File: config.mk
export PLATFORM = sky130hd
export DESIGN_NAME = vend_dispenser_flat
export DESIGN_NICKNAME = d
export VERILOG_FILES = /design/src/rtl/vend_pkg.sv /design/src/rtl/vend_dispenser_if.sv /design/src/rtl/vend_cycle_timer.sv /design/src/rtl/vend_dispenser.sv /design/src/flat_wrapper.sv
export SDC_FILE = /design/constraint.sdc
export NUM_CORES = 1
export LEC_CHECK = 0
export BUFFER_PORTS_ARGS = -buffer_cell sky130_fd_sc_hd__buf_2
export CORE_ASPECT_RATIO = 1.1
export CORE_MARGIN = 2
export CORE_UTILIZATION = 44
export CTS_BUF_LIST = sky130_fd_sc_hd__clkbuf_4 sky130_fd_sc_hd__clkbuf_8
export CTS_CLUSTER_DIAMETER = 200
export CTS_CLUSTER_SIZE = 10
export DETAILED_ROUTE_END_ITERATION = 7
export PLACE_DENSITY = 0.69
export SYNTH_ARGS = -nofsm -noshare
export SYNTH_HDL_FRONTEND = slang
export SYNTH_SLANG_ARGS = --single-unit
File: constraint.sdc
create_clock -name clk -period 3.1 [get_ports clk]
set_input_delay 0.31 -clock clk [delete_from_list [all_inputs] [get_ports clk]]
set_output_delay 0.31 -clock clk [all_outputs]
set_load 0.05 [all_outputs]
File: src/rtl/vend_pkg.sv
// Shared definitions for the vending dispenser: change codes, FSM states,
// and the change-code to coin-count mapping.
package vend_pkg;

    // Change codes, shared with the acceptor FSM
    localparam logic [1:0] CHG_NONE = 2'b00;
    localparam logic [1:0] CHG_5    = 2'b01;
    localparam logic [1:0] CHG_10   = 2'b10;
    localparam logic [1:0] CHG_ILL  = 2'b11;

    typedef enum logic [2:0] {
        ST_IDLE,
        ST_MOTOR,
        ST_PULSE,
        ST_WAIT_ACK,
        ST_GAP,
        ST_FAULT
    } state_t;

    // Number of 5-rs coins owed for a change code; the illegal code owes nothing
    function automatic logic [1:0] coins_for(input logic [1:0] code);
        case (code)
            CHG_5:   return 2'd1;
            CHG_10:  return 2'd2;
            default: return 2'd0;
        endcase
    endfunction

endpackage

File: src/rtl/vend_dispenser_if.sv
// Acceptor/actuator-side signal bundle of the dispenser.
// master: the acceptor FSM and sensors; slave: the dispenser itself.
interface vend_dispenser_if #(
    parameter int unsigned COIN_W = 8
);
    logic              item_req;
    logic [1:0]        change_req;
    logic              coin_sense;
    logic              refill;
    logic              motor_en;
    logic              coin_pulse;
    logic              busy;
    logic              done;
    logic              short_pay;
    logic              req_err;
    logic              fault;
    logic              coin_empty;
    logic [COIN_W-1:0] coin_count;

    modport master (
        output item_req, change_req, coin_sense, refill,
        input  motor_en, coin_pulse, busy, done, short_pay, req_err,
               fault, coin_empty, coin_count
    );

    modport slave (
        input  item_req, change_req, coin_sense, refill,
        output motor_en, coin_pulse, busy, done, short_pay, req_err,
               fault, coin_empty, coin_count
    );
endinterface

File: src/rtl/vend_cycle_timer.sv
// Loadable down-counter; zero flags the last cycle of a timed state.
// Loading L-1 on state entry makes the state last L cycles.
module vend_cycle_timer #(
    parameter int unsigned W = 16
) (
    input  logic         clk,
    input  logic         rst,
    input  logic         load_i,
    input  logic [W-1:0] load_val_i,
    output logic         zero_o
);
    logic [W-1:0] cnt_q;

    // Count down to zero and hold there until reloaded
    always_ff @(posedge clk) begin
        if (rst) begin
            cnt_q <= '0;
        end else if (load_i) begin
            cnt_q <= load_val_i;
        end else if (cnt_q != '0) begin
            cnt_q <= cnt_q - 1'b1;
        end
    end

    assign zero_o = (cnt_q == '0);

endmodule

File: src/rtl/vend_dispenser.sv
// Vend dispenser: runs the item motor and the 5-rs coin hopper from the
// acceptor's vend decision, tracks hopper inventory and latches faults.
module vend_dispenser
    import vend_pkg::*;
#(
    parameter int unsigned MOTOR_CYCLES = 8,
    parameter int unsigned PULSE_CYCLES = 4,
    parameter int unsigned GAP_CYCLES   = 4,
    parameter int unsigned ACK_TIMEOUT  = 16,
    parameter int unsigned COIN_W       = 8,
    parameter int unsigned COIN_INIT    = 20
) (
    input logic            clk,
    input logic            rst,
    vend_dispenser_if.slave bus
);
    localparam int unsigned TMR_W = 16;

    state_t            state_q, state_d;
    logic [1:0]        owed_q, owed_d;
    logic [COIN_W-1:0] count_q, count_d;
    logic              sensed_q, sensed_d;

    logic motor_en_q, coin_pulse_q, busy_q, fault_q;
    logic done_q, done_d;
    logic short_q, short_d;
    logic err_q, err_d;

    logic             tmr_load;
    logic [TMR_W-1:0] tmr_val;
    logic             tmr_zero;

    // Coin-service evaluation inputs
    logic              svc;
    logic [1:0]        svc_owed;
    logic [COIN_W-1:0] svc_count;

    vend_cycle_timer #(.W(TMR_W)) u_timer (
        .clk        (clk),
        .rst        (rst),
        .load_i     (tmr_load),
        .load_val_i (tmr_val),
        .zero_o     (tmr_zero)
    );

    // Next-state, inventory and pulse decisions.
    // Coin service is a zero-cycle decision taken when leaving IDLE, MOTOR
    // or GAP. Its "done" and "short_pay" outcomes park in a one-cycle GAP so
    // busy stays high for the done pulse and a short pay is re-evaluated on
    // the following cycle; done_q marks the final park before IDLE.
    always_comb begin
        state_d   = state_q;
        owed_d    = owed_q;
        count_d   = count_q;
        sensed_d  = sensed_q;
        done_d    = 1'b0;
        short_d   = 1'b0;
        err_d     = 1'b0;
        tmr_load  = 1'b0;
        tmr_val   = '0;
        svc       = 1'b0;
        svc_owed  = owed_q;
        svc_count = count_q;

        case (state_q)
            ST_IDLE: begin
                if (bus.refill) begin
                    count_d = COIN_W'(COIN_INIT);
                end
                if (bus.item_req || (bus.change_req != CHG_NONE)) begin
                    err_d  = (bus.change_req == CHG_ILL);
                    owed_d = coins_for(bus.change_req);
                    if (bus.item_req) begin
                        state_d  = ST_MOTOR;
                        tmr_load = 1'b1;
                        tmr_val  = TMR_W'(MOTOR_CYCLES - 1);
                    end else begin
                        svc       = 1'b1;
                        svc_owed  = owed_d;
                        svc_count = count_d;
                    end
                end
            end

            ST_MOTOR: begin
                if (tmr_zero) begin
                    svc = 1'b1;
                end
            end

            ST_PULSE: begin
                // An early sense counts once and makes WAIT_ACK unnecessary
                if (bus.coin_sense && !sensed_q) begin
                    sensed_d = 1'b1;
                    owed_d   = owed_q - 2'd1;
                    if (count_q != '0) begin
                        count_d = count_q - 1'b1;
                    end
                end
                if (tmr_zero) begin
                    tmr_load = 1'b1;
                    if (sensed_d) begin
                        state_d = ST_GAP;
                        tmr_val = TMR_W'(GAP_CYCLES - 1);
                    end else begin
                        state_d = ST_WAIT_ACK;
                        tmr_val = TMR_W'(ACK_TIMEOUT - 1);
                    end
                end
            end

            ST_WAIT_ACK: begin
                if (bus.coin_sense) begin
                    owed_d   = owed_q - 2'd1;
                    if (count_q != '0) begin
                        count_d = count_q - 1'b1;
                    end
                    state_d  = ST_GAP;
                    tmr_load = 1'b1;
                    tmr_val  = TMR_W'(GAP_CYCLES - 1);
                end else if (tmr_zero) begin
                    state_d = ST_FAULT;
                end
            end

            ST_GAP: begin
                if (tmr_zero) begin
                    if (done_q) begin
                        state_d = ST_IDLE;
                    end else begin
                        svc = 1'b1;
                    end
                end
            end

            default: begin
                state_d = ST_FAULT;
            end
        endcase

        if (svc) begin
            tmr_load = 1'b1;
            if (svc_owed == 2'd0) begin
                done_d  = 1'b1;
                state_d = ST_GAP;
                tmr_val = '0;
            end else if (svc_count == '0) begin
                short_d = 1'b1;
                owed_d  = svc_owed - 2'd1;
                state_d = ST_GAP;
                tmr_val = '0;
            end else begin
                sensed_d = 1'b0;
                state_d  = ST_PULSE;
                tmr_val  = TMR_W'(PULSE_CYCLES - 1);
            end
        end
    end

    // State, inventory and registered outputs
    always_ff @(posedge clk) begin
        if (rst) begin
            state_q      <= ST_IDLE;
            owed_q       <= '0;
            count_q      <= COIN_W'(COIN_INIT);
            sensed_q     <= 1'b0;
            motor_en_q   <= 1'b0;
            coin_pulse_q <= 1'b0;
            busy_q       <= 1'b0;
            fault_q      <= 1'b0;
            done_q       <= 1'b0;
            short_q      <= 1'b0;
            err_q        <= 1'b0;
        end else begin
            state_q      <= state_d;
            owed_q       <= owed_d;
            count_q      <= count_d;
            sensed_q     <= sensed_d;
            motor_en_q   <= (state_d == ST_MOTOR);
            coin_pulse_q <= (state_d == ST_PULSE);
            busy_q       <= (state_d != ST_IDLE);
            fault_q      <= (state_d == ST_FAULT);
            done_q       <= done_d;
            short_q      <= short_d;
            err_q        <= err_d;
        end
    end

    assign bus.motor_en   = motor_en_q;
    assign bus.coin_pulse = coin_pulse_q;
    assign bus.busy       = busy_q;
    assign bus.done       = done_q;
    assign bus.short_pay  = short_q;
    assign bus.req_err    = err_q;
    assign bus.fault      = fault_q;
    assign bus.coin_count = count_q;
    assign bus.coin_empty = (count_q == '0);

endmodule

File: src/flat_wrapper.sv
// flat-port wrapper written by rule: the top's interface ports become plain ports
module vend_dispenser_flat import vend_pkg::*;
#(
    parameter int unsigned MOTOR_CYCLES = 8,
    parameter int unsigned PULSE_CYCLES = 4,
    parameter int unsigned GAP_CYCLES   = 4,
    parameter int unsigned ACK_TIMEOUT  = 16,
    parameter int unsigned COIN_W       = 8,
    parameter int unsigned COIN_INIT    = 20
)
  (clk, rst, bus_item_req, bus_change_req, bus_coin_sense, bus_refill, bus_motor_en, bus_coin_pulse, bus_busy, bus_done, bus_short_pay, bus_req_err, bus_fault, bus_coin_empty, bus_coin_count);
  vend_dispenser_if #(.COIN_W(COIN_W)) bus_i ();
  input logic clk;
  input logic rst;
  input wire logic [$bits(bus_i.item_req)-1:0] bus_item_req;
  input wire logic [$bits(bus_i.change_req)-1:0] bus_change_req;
  input wire logic [$bits(bus_i.coin_sense)-1:0] bus_coin_sense;
  input wire logic [$bits(bus_i.refill)-1:0] bus_refill;
  output wire logic [$bits(bus_i.motor_en)-1:0] bus_motor_en;
  output wire logic [$bits(bus_i.coin_pulse)-1:0] bus_coin_pulse;
  output wire logic [$bits(bus_i.busy)-1:0] bus_busy;
  output wire logic [$bits(bus_i.done)-1:0] bus_done;
  output wire logic [$bits(bus_i.short_pay)-1:0] bus_short_pay;
  output wire logic [$bits(bus_i.req_err)-1:0] bus_req_err;
  output wire logic [$bits(bus_i.fault)-1:0] bus_fault;
  output wire logic [$bits(bus_i.coin_empty)-1:0] bus_coin_empty;
  output wire logic [$bits(bus_i.coin_count)-1:0] bus_coin_count;
  assign bus_i.item_req = bus_item_req;
  assign bus_i.change_req = bus_change_req;
  assign bus_i.coin_sense = bus_coin_sense;
  assign bus_i.refill = bus_refill;
  assign bus_motor_en = bus_i.motor_en;
  assign bus_coin_pulse = bus_i.coin_pulse;
  assign bus_busy = bus_i.busy;
  assign bus_done = bus_i.done;
  assign bus_short_pay = bus_i.short_pay;
  assign bus_req_err = bus_i.req_err;
  assign bus_fault = bus_i.fault;
  assign bus_coin_empty = bus_i.coin_empty;
  assign bus_coin_count = bus_i.coin_count;
  vend_dispenser #(.MOTOR_CYCLES(MOTOR_CYCLES), .PULSE_CYCLES(PULSE_CYCLES), .GAP_CYCLES(GAP_CYCLES), .ACK_TIMEOUT(ACK_TIMEOUT), .COIN_W(COIN_W), .COIN_INIT(COIN_INIT)) u_core (.clk(clk), .rst(rst), .bus(bus_i));
endmodule
# After elaboration in Yosys (flattened, before gate mapping)
# Index checks and enable logic that the tools add are counted.
dict set report word_totals {
  register_bits 37
  in_bits 7
  elab_cells 110
}
dict set report op_classes {
  muxes 61
  n_reduce_logical 18
  n_bitwise 3
  add_sub_neg 4
  eq_ne 12
}
# op n
set ops {}
lappend ops {{$mux W16} 6}
lappend ops {{$mux W8} 7}
lappend ops {{$pmux W16 S3} 1}
lappend ops {{$mux W3} 12}
lappend ops {{$pmux W8 S3} 1}
lappend ops {{$mux W2} 11}
lappend ops {{$mux W1} 17}
lappend ops {{$logic_not A16 Y1} 1}
lappend ops {{$logic_not A8 Y1} 2}
lappend ops {{$reduce_bool A16 Y1} 1}
lappend ops {{$sub A16 B1 Y16 const B} 1}
lappend ops {{$pmux W3 S5} 1}
lappend ops {{$eq A3 B2 Y1 const B} 3}
lappend ops {{$reduce_bool A8 Y1} 1}
lappend ops {{$sub A8 B1 Y8 const B} 1}
lappend ops {{$eq A3 B1 Y1 const B} 2}
lappend ops {{$eq A3 B3 Y1 const B} 2}
lappend ops {{$pmux W1 S3} 2}
lappend ops {{$pmux W2 S3} 1}
lappend ops {{$reduce_bool A3 Y1} 2}
lappend ops {{$reduce_or A3 Y1} 2}
lappend ops {{$eq A2 B2 Y1 const B} 2}
lappend ops {{$mux W4} 1}
lappend ops {{$pmux W2 S2} 1}
lappend ops {{other kinds (13)} 17}

# Depth between registers and ports, before layout
# Gate-level depths: netlist of run 1.
dict set report logic_depth {
  word_depth 9
  mapped_depth 9
  ltp_nobuf 7
}

# By module
# Synthesis of run 1 repeated with hierarchy kept, for this count alone.
dict set report unflattened {
  hier_cells 264
  area_unflattened_um2 2177.1
}
# mod cells_each seq_area_each_um2 area_per_inst_um2 instances
set modules_own_cells {}
lappend modules_own_cells {vend_dispenser 148 420.4 1212.4 1}
lappend modules_own_cells {vend_cycle_timer 116 320.3 964.7 1}

# Least setup slack after synthesis of run 1
# No wires, ideal clock.
dict set report synth_timing {
  path_type {register to register}
  start {register u_core.u_timer.cnt_q[4]}
  end {register u_core.owed_q[0]}
  t_arrival_ns 2.235
  slack_ns 0.734
  path_stages_with_launch 7
  path_buffers 1
  period_less_slack_ns 2.366
  cell_sequence {dfxtp_1 -> or4_4 -> or4_4 -> buf_6 -> o31a_4 -> nor4b_1 -> nor3_1}
}
dict set report synth_via {
  elab_chain_cells 4
  elab_cells_between_ends 5
  classes_between {mux (4); reduce/logical (1)}
}
# item line_no
set synth_rtl {}
lappend synth_rtl {{start, declared} vend_cycle_timer.sv:12} ;# logic [W-1:0] cnt_q;
lappend synth_rtl {{start signal, assigned} vend_cycle_timer.sv:19} ;# cnt_q <= load_val_i;
lappend synth_rtl {{start signal, assigned} vend_cycle_timer.sv:21} ;# cnt_q <= cnt_q - 1'b1;
lappend synth_rtl {{$logic_not A16 Y1 *} vend_cycle_timer.sv:25} ;# assign zero_o = (cnt_q == '0);
lappend synth_rtl {{$mux W1 (on tied branches)} {vend_dispenser.sv:127, vend_dispenser.sv:86}}
lappend synth_rtl {{$pmux W1 S3 *} vend_dispenser.sv:65} ;# case (state_q)
lappend synth_rtl {{$mux W2 *} vend_dispenser.sv:141} ;# if (svc) begin
lappend synth_rtl {{end signal, assigned} vend_dispenser.sv:176} ;# owed_q <= owed_d;
lappend synth_rtl {{end, declared} vend_dispenser.sv:20} ;# logic [1:0] owed_q, owed_d;
# Mark *: on every way between the ends. The rest lies on a longest branch, timed or not.
# A chain may end at the register's enable or synchronous reset.

# Final worst setup path of run 1
dict set report layout_timing {
  start {register u_core.u_timer.cnt_q[0]}
  end {register u_core.u_timer.cnt_q[8]}
}
dict set report layout_via {
  elab_chain_cells 5
  elab_cells_between_ends 12
  classes_between {add/sub (1); mux (8); reduce/logical (3)}
}
# item
set layout_rtl {}
lappend layout_rtl {{parallel branches: the longest is 5 deep, another holds $sub A16 B1 Y16}}
# Several ways; the timed one is not identified. The select of a mux whose other input is x is not followed.

==> summary by stage, run 1 <==
Outcome
The run finished with clean final reports.

Route
The first TritonRoute pass finished after 4 iterations. The total wire length is 4570 um. The number of design-rule violations left by the first detailed-router iteration is between 100 and 150. Using the TritonRoute via totals, the vias-per-cell ratio works out to between 5 and 6. After detailed routing, the number of remaining DRC violations is 0. The average wire length per cell after detail routing is approximately 14 um. The detailed router placed ~1,800 vias in this run. The count of nets left with antenna violations once routing finished came out at 0.

Timing
Between clock sinks in the finished design, the worst skew comes to between 0.007 and 0.008 ns. Setup repair after global routing left no endpoint under its margin. The relative slew slack is 0.487.

The setup slack of the critical path after layout is between 0.5 and 0.6 ns. The maximum frequency from static timing analysis is between 300 and 400 MHz. The share of the clock period used by the worst path is 0.828. The number of pins with negative max-slew slack in the final report is 0. Setup total negative slack on the finished layout was measured at 0 ns. The final number of hold-violating endpoints came to 0. For the pin with the worst max-slew slack, the measured transition is approximately 0.76 ns. The final setup violation count is 0.

For the finished layout, the period the worst path requires is 2.57 ns.

Global routing
The largest net degree at the start of global routing is 27. The via count of the first global-routing pass is around 1,700. Across every metal layer, demand over resource in global routing totals 0.180.

Global routing finished with a remaining overflow of 0. The number of antenna violations at the first check in global routing came to 0. The first-pass GRT wire length is 7800 um.

Clock tree
The CTS root buffer is sky130_fd_sc_hd__clkbuf_8. The clock sink count is 37. The clock-pin slew on the worst setup and hold paths is around 0.08 ns. The number of setup buffers added after CTS is 0. Clock latency on the worst-skew pair, taken at its later pin, is around 0.29 ns.

The count of cells resized by post-cts repair is 0. In this run, post-CTS hold repair placed 0 buffers. In this run the number of H-tree levels came out at 2. The clock buffer count from CTS is 5. The buffer depth of the longest clock path is 2. The TritonCTS clock tree is done.

Final layout
Of the cells placed in the final design, the portion with a size suffix greater than 1 is 0.179. Compared with the post-synthesis result, the final layout area differs by 13.4%. After filler insertion, the fill cell instance count of the layout stands at ~430. Summing all non-filler instances in the final layout gives an area of ~2400 um^2. Leaving out filler cells and counting taps, the final layout contains around 320. The repair_antennas step left the layout with diodes totalling 0. Across the whole layout, storage elements account for around 740 um^2.

At the end of the flow, the number of nets in the layout was 274. The multi-input logic area is between 1000 and 1500 um^2.

Synth
The mapped netlist covers between 2000 and 2500 um^2. Of the total synthesized cell area, the portion taken by AND, OR, NAND and NOR gates is 0.297. After synthesis, the largest family of logic cells by area is simple AND/OR/NAND/NOR gates. The average footprint of a synthesized cell is between 8 and 9 um^2. After synthesis, the share of cell area in mux cells is 0.00482. The flip-flop and latch count after synthesis is 37. The number of flops mapped to enable cells by yosys is 0.

The proportion of register bits with asynchronous set or reset after synthesis is 0. The number of distinct standard cells referenced by the synthesized netlist is a little under 60. For this run, the leading register cell type out of synthesis is sky130_fd_sc_hd__dfxtp_1.

Synthesis produced a netlist whose cell count is roughly 240. During synthesis, Yosys emitted a total of 0 warnings. The number of nets in the synthesized netlist is between 200 and 300. The arithmetic-cell share of the synthesized area counting full adders, half adders and majority gates is 0.0301. Of the total synthesized cell area, the portion taken by XOR and XNOR cells is 0.0506. The complex-gate fraction of the synthesized area was 0.213. For this run, the register share of the synthesized area comes to 0.357.

Place
Timing analysis after detailed placement gives a worst setup slack of between 0.5 and 0.6 ns. Counting tap cells, the placed design contains a total of a little over 300 instances. Port buffering added 22 buffers.

Summed over all nets, the half-perimeter wirelength after detailed placement is 3300 um. The instance area at placement is 2220 um^2. At the end of routability-driven placement, the weighted congestion stood at around 0.83.

Floorplan
The floorplan step defined a die boundary enclosing 5290 um^2. The initial utilization of the core area, before any placement, comes to 0.453. The die extent in x is a little under 70 um.

The vertical die dimension is 76.1 um. The number of placement rows is 26. The floorplan step defined a core boundary enclosing ~4600 um^2.

For this design the top-level I/O count stands at 23.

Critical path
The slowest stage of the critical path belongs to the cell sky130_fd_sc_hd__or4_4. For the worst flop-to-flop path, the logic depth is 7. The number of buffer and inverter instances along the worst setup path is 1. The endpoint identified for the worst register-to-register timing path is u_core.u_timer.cnt_q[8]$_SDFFE_PP0P_. The setup check on the worst reg-to-reg path leaves a slack of around 0.53 ns.

The kind of critical path is flop to flop. The arrival time at the worst endpoint is ~2.7 ns. The maximum fanout count along the critical path is 16. The kind of cell with the highest combined delay along the critical path is simple AND/OR/NAND/NOR gates. Data on the critical path is required at its endpoint by roughly 3.3 ns. The signal on the critical path passes through inv_1 -> ha_1 -> or4b_1 -> or4_4 -> o221a_2 -> nand2b_1 -> nor2_1.

The largest single stage delay on the critical path is 0.57 ns. STA classifies the critical path endpoint as a flop. STA classifies the critical path startpoint as a flop. The worst register-to-register path begins at u_core.u_timer.cnt_q[0]$_SDFFE_PP0P_.

Power and ir drop
Summed over all cells, the static leakage comes to 0.924 nW. The total power divided by cell area is between 1000 and 1500 nW/um^2. The maximum ir drop on the vdd rail is between 0.5 and 0.6 mV.

Worst hold path
The startpoint identified for the worst hold timing path is bus_change_req[1]. The number of cells on the worst hold path is 3. In this run the worst hold path is classified as input port to flop. The worst-case hold path end point is u_core.bus.req_err$_SDFF_PP0_.

Flow run
Max-cap violations in this run came to 0.
==> kinds of logic (layout without fill, tap and decap cells) <==
group,Yosys count,count (layout)
buf+inv,21,43
fa+ha+maj,5,5
flops,37,37
simple gates,105,105
xor+xnor,12,12
mux,1,1
compound gates,60,60
==> stage by stage <==
stage | power [mW] | hold slack, ns | utilization
floorplan | 1.88 | 0.449 | -
global placement | 2.12 | 0.468 | 0.484
detailed placement | 2.12 | 0.470 | 0.484
CTS | 2.62 | 0.309 | 0.514
global route | 2.81 | 0.321 | 0.514
finish | 2.60 | 0.318 | 0.514
==> report_power, final <==
group          internal, mW  switching, mW
registers             0.590          0.119
logic                 0.559          0.845
clock network         0.319          0.166
==> Yosys cell counts (2+ instances only) <==
cell type	count	area (um^2)
sky130_fd_sc_hd__nor2_1	30	113
sky130_fd_sc_hd__o21ai_0	8	40.0
sky130_fd_sc_hd__or4_4	3	33.8
sky130_fd_sc_hd__and3_1	3	18.8
sky130_fd_sc_hd__clkbuf_1	9	33.8
sky130_fd_sc_hd__dfxtp_1	37	741
sky130_fd_sc_hd__or3_1	4	25.0
sky130_fd_sc_hd__xor2_1	6	52.6
sky130_fd_sc_hd__o2bb2ai_1	2	17.5
sky130_fd_sc_hd__xnor2_1	6	52.6
sky130_fd_sc_hd__a221oi_1	2	17.5
sky130_fd_sc_hd__nand2_1	7	26.3
sky130_fd_sc_hd__o31ai_1	4	30.0
sky130_fd_sc_hd__nor4b_1	4	35.0
sky130_fd_sc_hd__nor3_1	15	75.1
sky130_fd_sc_hd__nand4b_1	2	17.5
sky130_fd_sc_hd__or4_1	3	22.5
sky130_fd_sc_hd__a21boi_0	2	15.0
sky130_fd_sc_hd__a21o_1	2	15.0
sky130_fd_sc_hd__a21oi_1	15	75.1
sky130_fd_sc_hd__nand3_1	10	50.1
sky130_fd_sc_hd__nor2b_1	4	25.0
sky130_fd_sc_hd__a31oi_1	3	18.8
sky130_fd_sc_hd__ha_1	5	62.6
sky130_fd_sc_hd__nand2b_1	4	25.0
sky130_fd_sc_hd__nor4_1	4	25.0
sky130_fd_sc_hd__nand4_1	2	12.5
sky130_fd_sc_hd__a211oi_1	5	37.5
sky130_fd_sc_hd__o22ai_1	2	12.5
sky130_fd_sc_hd__inv_1	9	33.8
==> placed cells by master (no fill, tap or decap), drive strengths merged, types with 4 or more instances in the layout <==
cell type / synthesis / layout
o31ai: 5 / 5
or3: 4 / 4
ha: 5 / 5
nand2: 8 / 8
nor2: 30 / 30
clkbuf: 9 / 5
buf: 3 / 26
nand3: 10 / 10
inv: 9 / 9
or4: 6 / 6
o21ai: 8 / 8
a211oi: 5 / 5
xor2: 6 / 6
a21oi: 15 / 15
xnor2: 6 / 6
dfxtp: 37 / 37
nor4b: 4 / 4
nor4: 5 / 5
nor2b: 4 / 4
nor3: 15 / 15
nand2b: 4 / 4
==> worst max path at each step <==
stage                                    startpoint                              endpoint  slack (ns)  depth (start not counted)
2_1_floorplan  u_core.u_timer.cnt_q[4]$_SDFFE_PP0P_           u_core.owed_q[0]$_SDFF_PP0_        0.73                          6
4_1_cts        u_core.u_timer.cnt_q[0]$_SDFFE_PP0P_  u_core.u_timer.cnt_q[8]$_SDFFE_PP0P_        0.52                          7
6_report       u_core.u_timer.cnt_q[0]$_SDFFE_PP0P_  u_core.u_timer.cnt_q[8]$_SDFFE_PP0P_        0.53                          7
5_1_grt        u_core.u_timer.cnt_q[0]$_SDFFE_PP0P_  u_core.u_timer.cnt_q[8]$_SDFFE_PP0P_        0.34                          7
3_3_place_gp   u_core.u_timer.cnt_q[0]$_SDFFE_PP0P_  u_core.u_timer.cnt_q[7]$_SDFFE_PP0P_        0.57                          7
3_5_place_dp   u_core.u_timer.cnt_q[4]$_SDFFE_PP0P_  u_core.u_timer.cnt_q[8]$_SDFFE_PP0P_        0.54                          5
==> sequential cells by signal, summed over array words and instances, names as in the netlist <==
name	flops
u_core.bus.short_pay	1
u_core.bus.busy	1
u_core.bus.req_err	1
u_core.sensed_q	1
u_core.bus.motor_en	1
u_core.bus.coin_count	8
u_core.bus.coin_pulse	1
u_core.bus.fault	1
u_core.state_q	3
u_core.owed_q	2
u_core.u_timer.cnt_q	16
u_core.bus.done	1
==> cell type report <==
type | instances | area share
tap | 56 | 0.0297
timing repair buffer | 26 | 0.0595
sequential | 37 | 0.314
multi-input combinational | 183 | 0.525
clock inverter | 3 | 0.0276
clock buffer | 5 | 0.0292
inverter | 9 | 0.0143
==> worst register-to-register path: cells and delay by family, from the launching register on <==
family	cells	cell delay, ns
fa+ha+maj	1	0.14
buf+inv	1	0.09
simple gates	4	1.54
compound gates	1	0.34
flops	1	0.32
==> metal layers <==
layer / wire, um / share of wire / track usage
met1: 2100 / 0.46 / 0.223
met2: 2190 / 0.48 / 0.299
met3: 214 / 0.047 / 0.0384
met4: 65 / 0.014 / 0.0804
met5: 0 / 0 / 0
(Power assumes the default switching activity.)
==> run 2, diff against run 1 <==
ABC_AREA = 1   (was not set)
PLACE_DENSITY = 0.68   (was 0.69)
clock period = 2.67 ns   (was 3.1 ns; I/O delays follow)
==> summary by stage, run 2 <==
Floorplan
The number of top-level pins is 23 (unchanged). The core area is 5000 um^2 (+9.0%). The vertical die dimension is 79.4 um (+4.4%). The number of placement rows is 27 (+3.8%). The die outline area was 5760 um^2 (+8.9%). The die extent in x is 72.5 um (+4.3%).

The starting utilization of the core area was 0.454 (+0.00164).

Route
The DRC violation count after routing came to 0 (unchanged). The number of design-rule violations left by the first detailed-router iteration was 108 (+4.9%). The vias after detailed routing is 2,085 (+13%). The vias per cell came to 5.04 (-13%). The iteration count of the initial detailed-routing pass came to 4 (unchanged). The total wire length is 4760 um (+4.1%).

The average wire length per cell after detail routing came to 11.5 um (-20%). The final antenna-violating net count is 0 (unchanged).

Synth
The average footprint of a synthesized cell is 6.91 um^2 (-20%). The synthesized instance count is 329 (+37%). The number of distinct standard cells referenced by the synthesized netlist was 40 (-32%). Sorting the synthesized cells by how often they occur yields 64 x sky130_fd_sc_hd__nand2_1, 52 x sky130_fd_sc_hd__nor2_1, 43 x sky130_fd_sc_hd__inv_1. The number of nets in the synthesized netlist was 341 (+35%). The number of warning messages in the yosys log is 0 (unchanged).

The proportion of register bits with asynchronous set or reset after synthesis is 0 (unchanged). The cell with the most instances after synthesis is sky130_fd_sc_hd__nand2_1. Among all flip-flop cells after synthesis, the most frequent one is sky130_fd_sc_hd__dfxtp_1.

The cell type with the largest total area after synthesis is sky130_fd_sc_hd__dfxtp_1. The fraction of the yosys area taken by sequential cells came to 0.326 (-0.0306). The number of flops mapped to enable cells by yosys is 0 (unchanged). Yosys attributes the largest share of cell area to sky130_fd_sc_hd__dfxtp_1 33%, sky130_fd_sc_hd__nand2_1 11%, sky130_fd_sc_hd__nor2_1 8.6%.

The flip-flop and latch count after synthesis is 37 (unchanged). The summed instance area of the synthesized netlist is 2270 um^2 (+9.4%). The share of the synthesized area in the top cell type is 0.326 (-0.0306).

Power and ir drop
The leakage power summed over all cells is 1.25 nW (+35%). The maximum ir drop on the vdd rail was 0.553 mV (-4.1%). The total power divided by cell area is 1510 nW/um^2 (+37%).

Clock tree
The count of cells resized by post-cts repair was 0 (unchanged). The clock buffer count from CTS came to 5 (unchanged). The total number of H-tree levels came to 2 (unchanged).

The number of hold buffers added after cts is 0 (unchanged). The TritonCTS clock tree is done. The post-CTS setup buffer count is 0 (unchanged).

The clock-pin slew on the worst setup and hold paths was 0.08 ns (about the same). The clock sink count is 37 (unchanged). The buffer depth of the longest clock path was 2 (unchanged). In this run the clock root is driven by a sky130_fd_sc_hd__clkbuf_8. The insertion delay of the later-clocked pin in the worst-skew pair is 0.29 ns (about the same).

Critical path
The worst register-to-register path ends at u_core.bus.busy$_SDFF_PP0_. The setup slack on the worst flop-to-flop path is 0.76 ns (+0.23 ns). STA classifies the critical path startpoint as a flop. The worst register-to-register path begins at u_core.state_q[0]$_SDFF_PP0_. The worst endpoint required time is 2.91 ns (-0.35 ns). The arrival time at the worst endpoint is 2.15 ns (-0.57 ns). The depth of the most critical reg-to-reg path is 12 (+5). STA classifies the critical path endpoint as a flop.

The launch point of the critical path is u_core.state_q[0]$_SDFF_PP0_. The maximum fanout count along the critical path was 6 (-10). The kind of critical path is flop to flop.

Final layout
In the layout the commonest cells are 64 x sky130_fd_sc_hd__nand2_1, 52 x sky130_fd_sc_hd__nor2_1, 43 x sky130_fd_sc_hd__inv_1, 37 x sky130_fd_sc_hd__dfxtp_1, 24 x sky130_fd_sc_hd__nand3_1. The net total in the final layout was 367 (+34%). The register with the highest flop count is u_core.u_timer.cnt_q. The design area came to 2550 um^2 (+8.2%). Leaving out fill and tap cells, the most frequent cell in the layout is sky130_fd_sc_hd__nand2_1. The number of antenna diodes is 0 (unchanged). The number of flip-flops under the largest register name came to 16 (unchanged). From synthesis to final layout, the design area changed by 12.2%. The count of fill cells added during filler insertion is 510 (+19%). The non-filler instance count after layout is 414 (+30%). The ratio of cells with drive above 1 in the final layout was 0.185 (+0.00669).

Global routing
The first-pass GRT wire length is 8480 um (+8.7%). The via count of the first global-routing pass came to 1,988 (+16%). The largest net degree at the start of global routing was 14 (-48%).

The total global routing overflow is 0 (unchanged). The combined global-route utilization of all metal layers is 0.186 (+0.00650). The number of antenna violations at the first check in global routing came to 0 (unchanged).

Timing
The setup slack of the critical path after layout is 0.762 ns (+0.230 ns). The maximum frequency from static timing analysis is 524 MHz (+35%). The final clock skew is 0.00861 ns (+0.00131 ns). The slew at the pin closest to its max-slew limit is 0.410 ns (-0.351 ns). The final setup violation count is 0 (unchanged). Setup repair after global routing left no endpoint under its margin. The final period demand of the worst path came to 1.91 ns (-0.660 ns). The relative slew slack came to 0.726 (+0.239). The number of pins with negative max-slew slack in the final report was 0 (unchanged). The sum of negative setup slack is 0 ns (unchanged). The final number of hold-violating endpoints is 0 (unchanged). The share of the clock period used by the worst path is 0.715 (-0.114).

Place
The instance area at placement is 2430 um^2 (+9.6%). The routability-driven placement congestion ratio is 0.818 (-2.0%). The worst setup slack before clock tree synthesis was 0.787 ns (+0.245 ns). The detailed-placement wirelength estimate is 3790 um (+15%).

The count of input and output buffers is 22 (unchanged). The total placed cells including tap cells came to 406 (+31%).

Worst hold path
The startpoint identified for the worst hold timing path is bus_change_req[1]. The worst hold path terminates at u_core.bus.req_err$_SDFF_PP0_. The worst hold path belongs to the class input port to flop. The number of cells on the worst hold path came to 3 (unchanged).

Outcome
The run finished with clean final reports.

Flow run
The number of maximum-capacitance violations is 0 (unchanged).
[run 2: changes by cell type after synthesis, moves of 5 or more]
cell / previous run / this run
sky130_fd_sc_hd__nor2_1: 30 / 52
sky130_fd_sc_hd__inv_1: 9 / 43
sky130_fd_sc_hd__nand2_1: 7 / 64
sky130_fd_sc_hd__nand3_1: 10 / 24
sky130_fd_sc_hd__o21ai_0: 8 / 14
sky130_fd_sc_hd__nand2_2: 1 / 9
sky130_fd_sc_hd__nor3_1: 15 / 4
sky130_fd_sc_hd__clkbuf_1: 9 / 1
sky130_fd_sc_hd__inv_2: 0 / 5
[run 2: worst max-delay path: stages, from the launching register on]
cell and delay, ns:
sky130_fd_sc_hd__dfxtp_1 0.39, sky130_fd_sc_hd__nor2_2 0.15, sky130_fd_sc_hd__nand2_2 0.11, sky130_fd_sc_hd__inv_2 0.11
sky130_fd_sc_hd__nand3_1 0.10, sky130_fd_sc_hd__a21oi_1 0.14, sky130_fd_sc_hd__inv_1 0.07, sky130_fd_sc_hd__ha_1 0.22
sky130_fd_sc_hd__nor2_1 0.21, sky130_fd_sc_hd__a21oi_2 0.11, sky130_fd_sc_hd__nand2_1 0.12, sky130_fd_sc_hd__nand2_1 0.06
sky130_fd_sc_hd__nand2_1 0.06
[run 2: worst max path at each step]
stage	end	slack, ns	depth (start not counted)
2_1_floorplan	u_core.bus.coin_count[1]$_SDFFE_PP0P_	0.44	8
3_3_place_gp	u_core.bus.fault$_SDFF_PP0_	0.81	11
3_5_place_dp	u_core.bus.fault$_SDFF_PP0_	0.79	11
4_1_cts	u_core.bus.busy$_SDFF_PP0_	0.77	12
5_1_grt	u_core.bus.coin_pulse$_SDFF_PP0_	0.53	12
6_report	u_core.bus.busy$_SDFF_PP0_	0.76	12
[run 2: kinds of logic after synthesis]
family	synth area share
buffers and inverters	0.0881
flip-flops	0.326
adder cells (fa/ha/maj)	0.0275
XOR/XNOR	0.0385
AND/OR/NAND/NOR	0.403
AO/OA/AOI/OAI	0.117
[run 2: area by class of cell]
cell class                 count  area, um^2  area share
tap                           58        72.6      0.0285
multi-input combinational    241        1330       0.522
sequential                    37         741       0.290
inverter                      48         180      0.0707
timing repair buffer          22         110      0.0432
clock inverter                 3        46.3      0.0182
clock buffer                   5        68.8      0.0270
[run 2: routing by layer]
metal	GRT usage	up-vias	wire [um]
met4	0.0611	0	91
li1	-	1103	-
met1	0.216	931	2160
met2	0.334	39	2370
met3	0.0442	12	139
met5	0	-	0
[run 2: power by group]
| group | switching, mW | internal, mW | leakage (nW) | total (mW) |
|---|---|---|---|---|
| combinational | 1.63 | 0.825 | 0.892 | 2.45 |
| sequential | 0.173 | 0.730 | 0.302 | 0.903 |
| clock | 0.214 | 0.280 | 0.0543 | 0.494 |
[run 2: stage by stage]
stage / util / hold slack [ns] / total power [mW]
2_1_floorplan: - / 0.337 / 2.96
3_3_place_gp: 0.487 / 0.489 / 3.35
3_5_place_dp: 0.487 / 0.484 / 3.37
4_1_cts: 0.510 / 0.243 / 3.88
5_1_grt: 0.510 / 0.271 / 4.22
6_report: 0.510 / 0.251 / 3.85
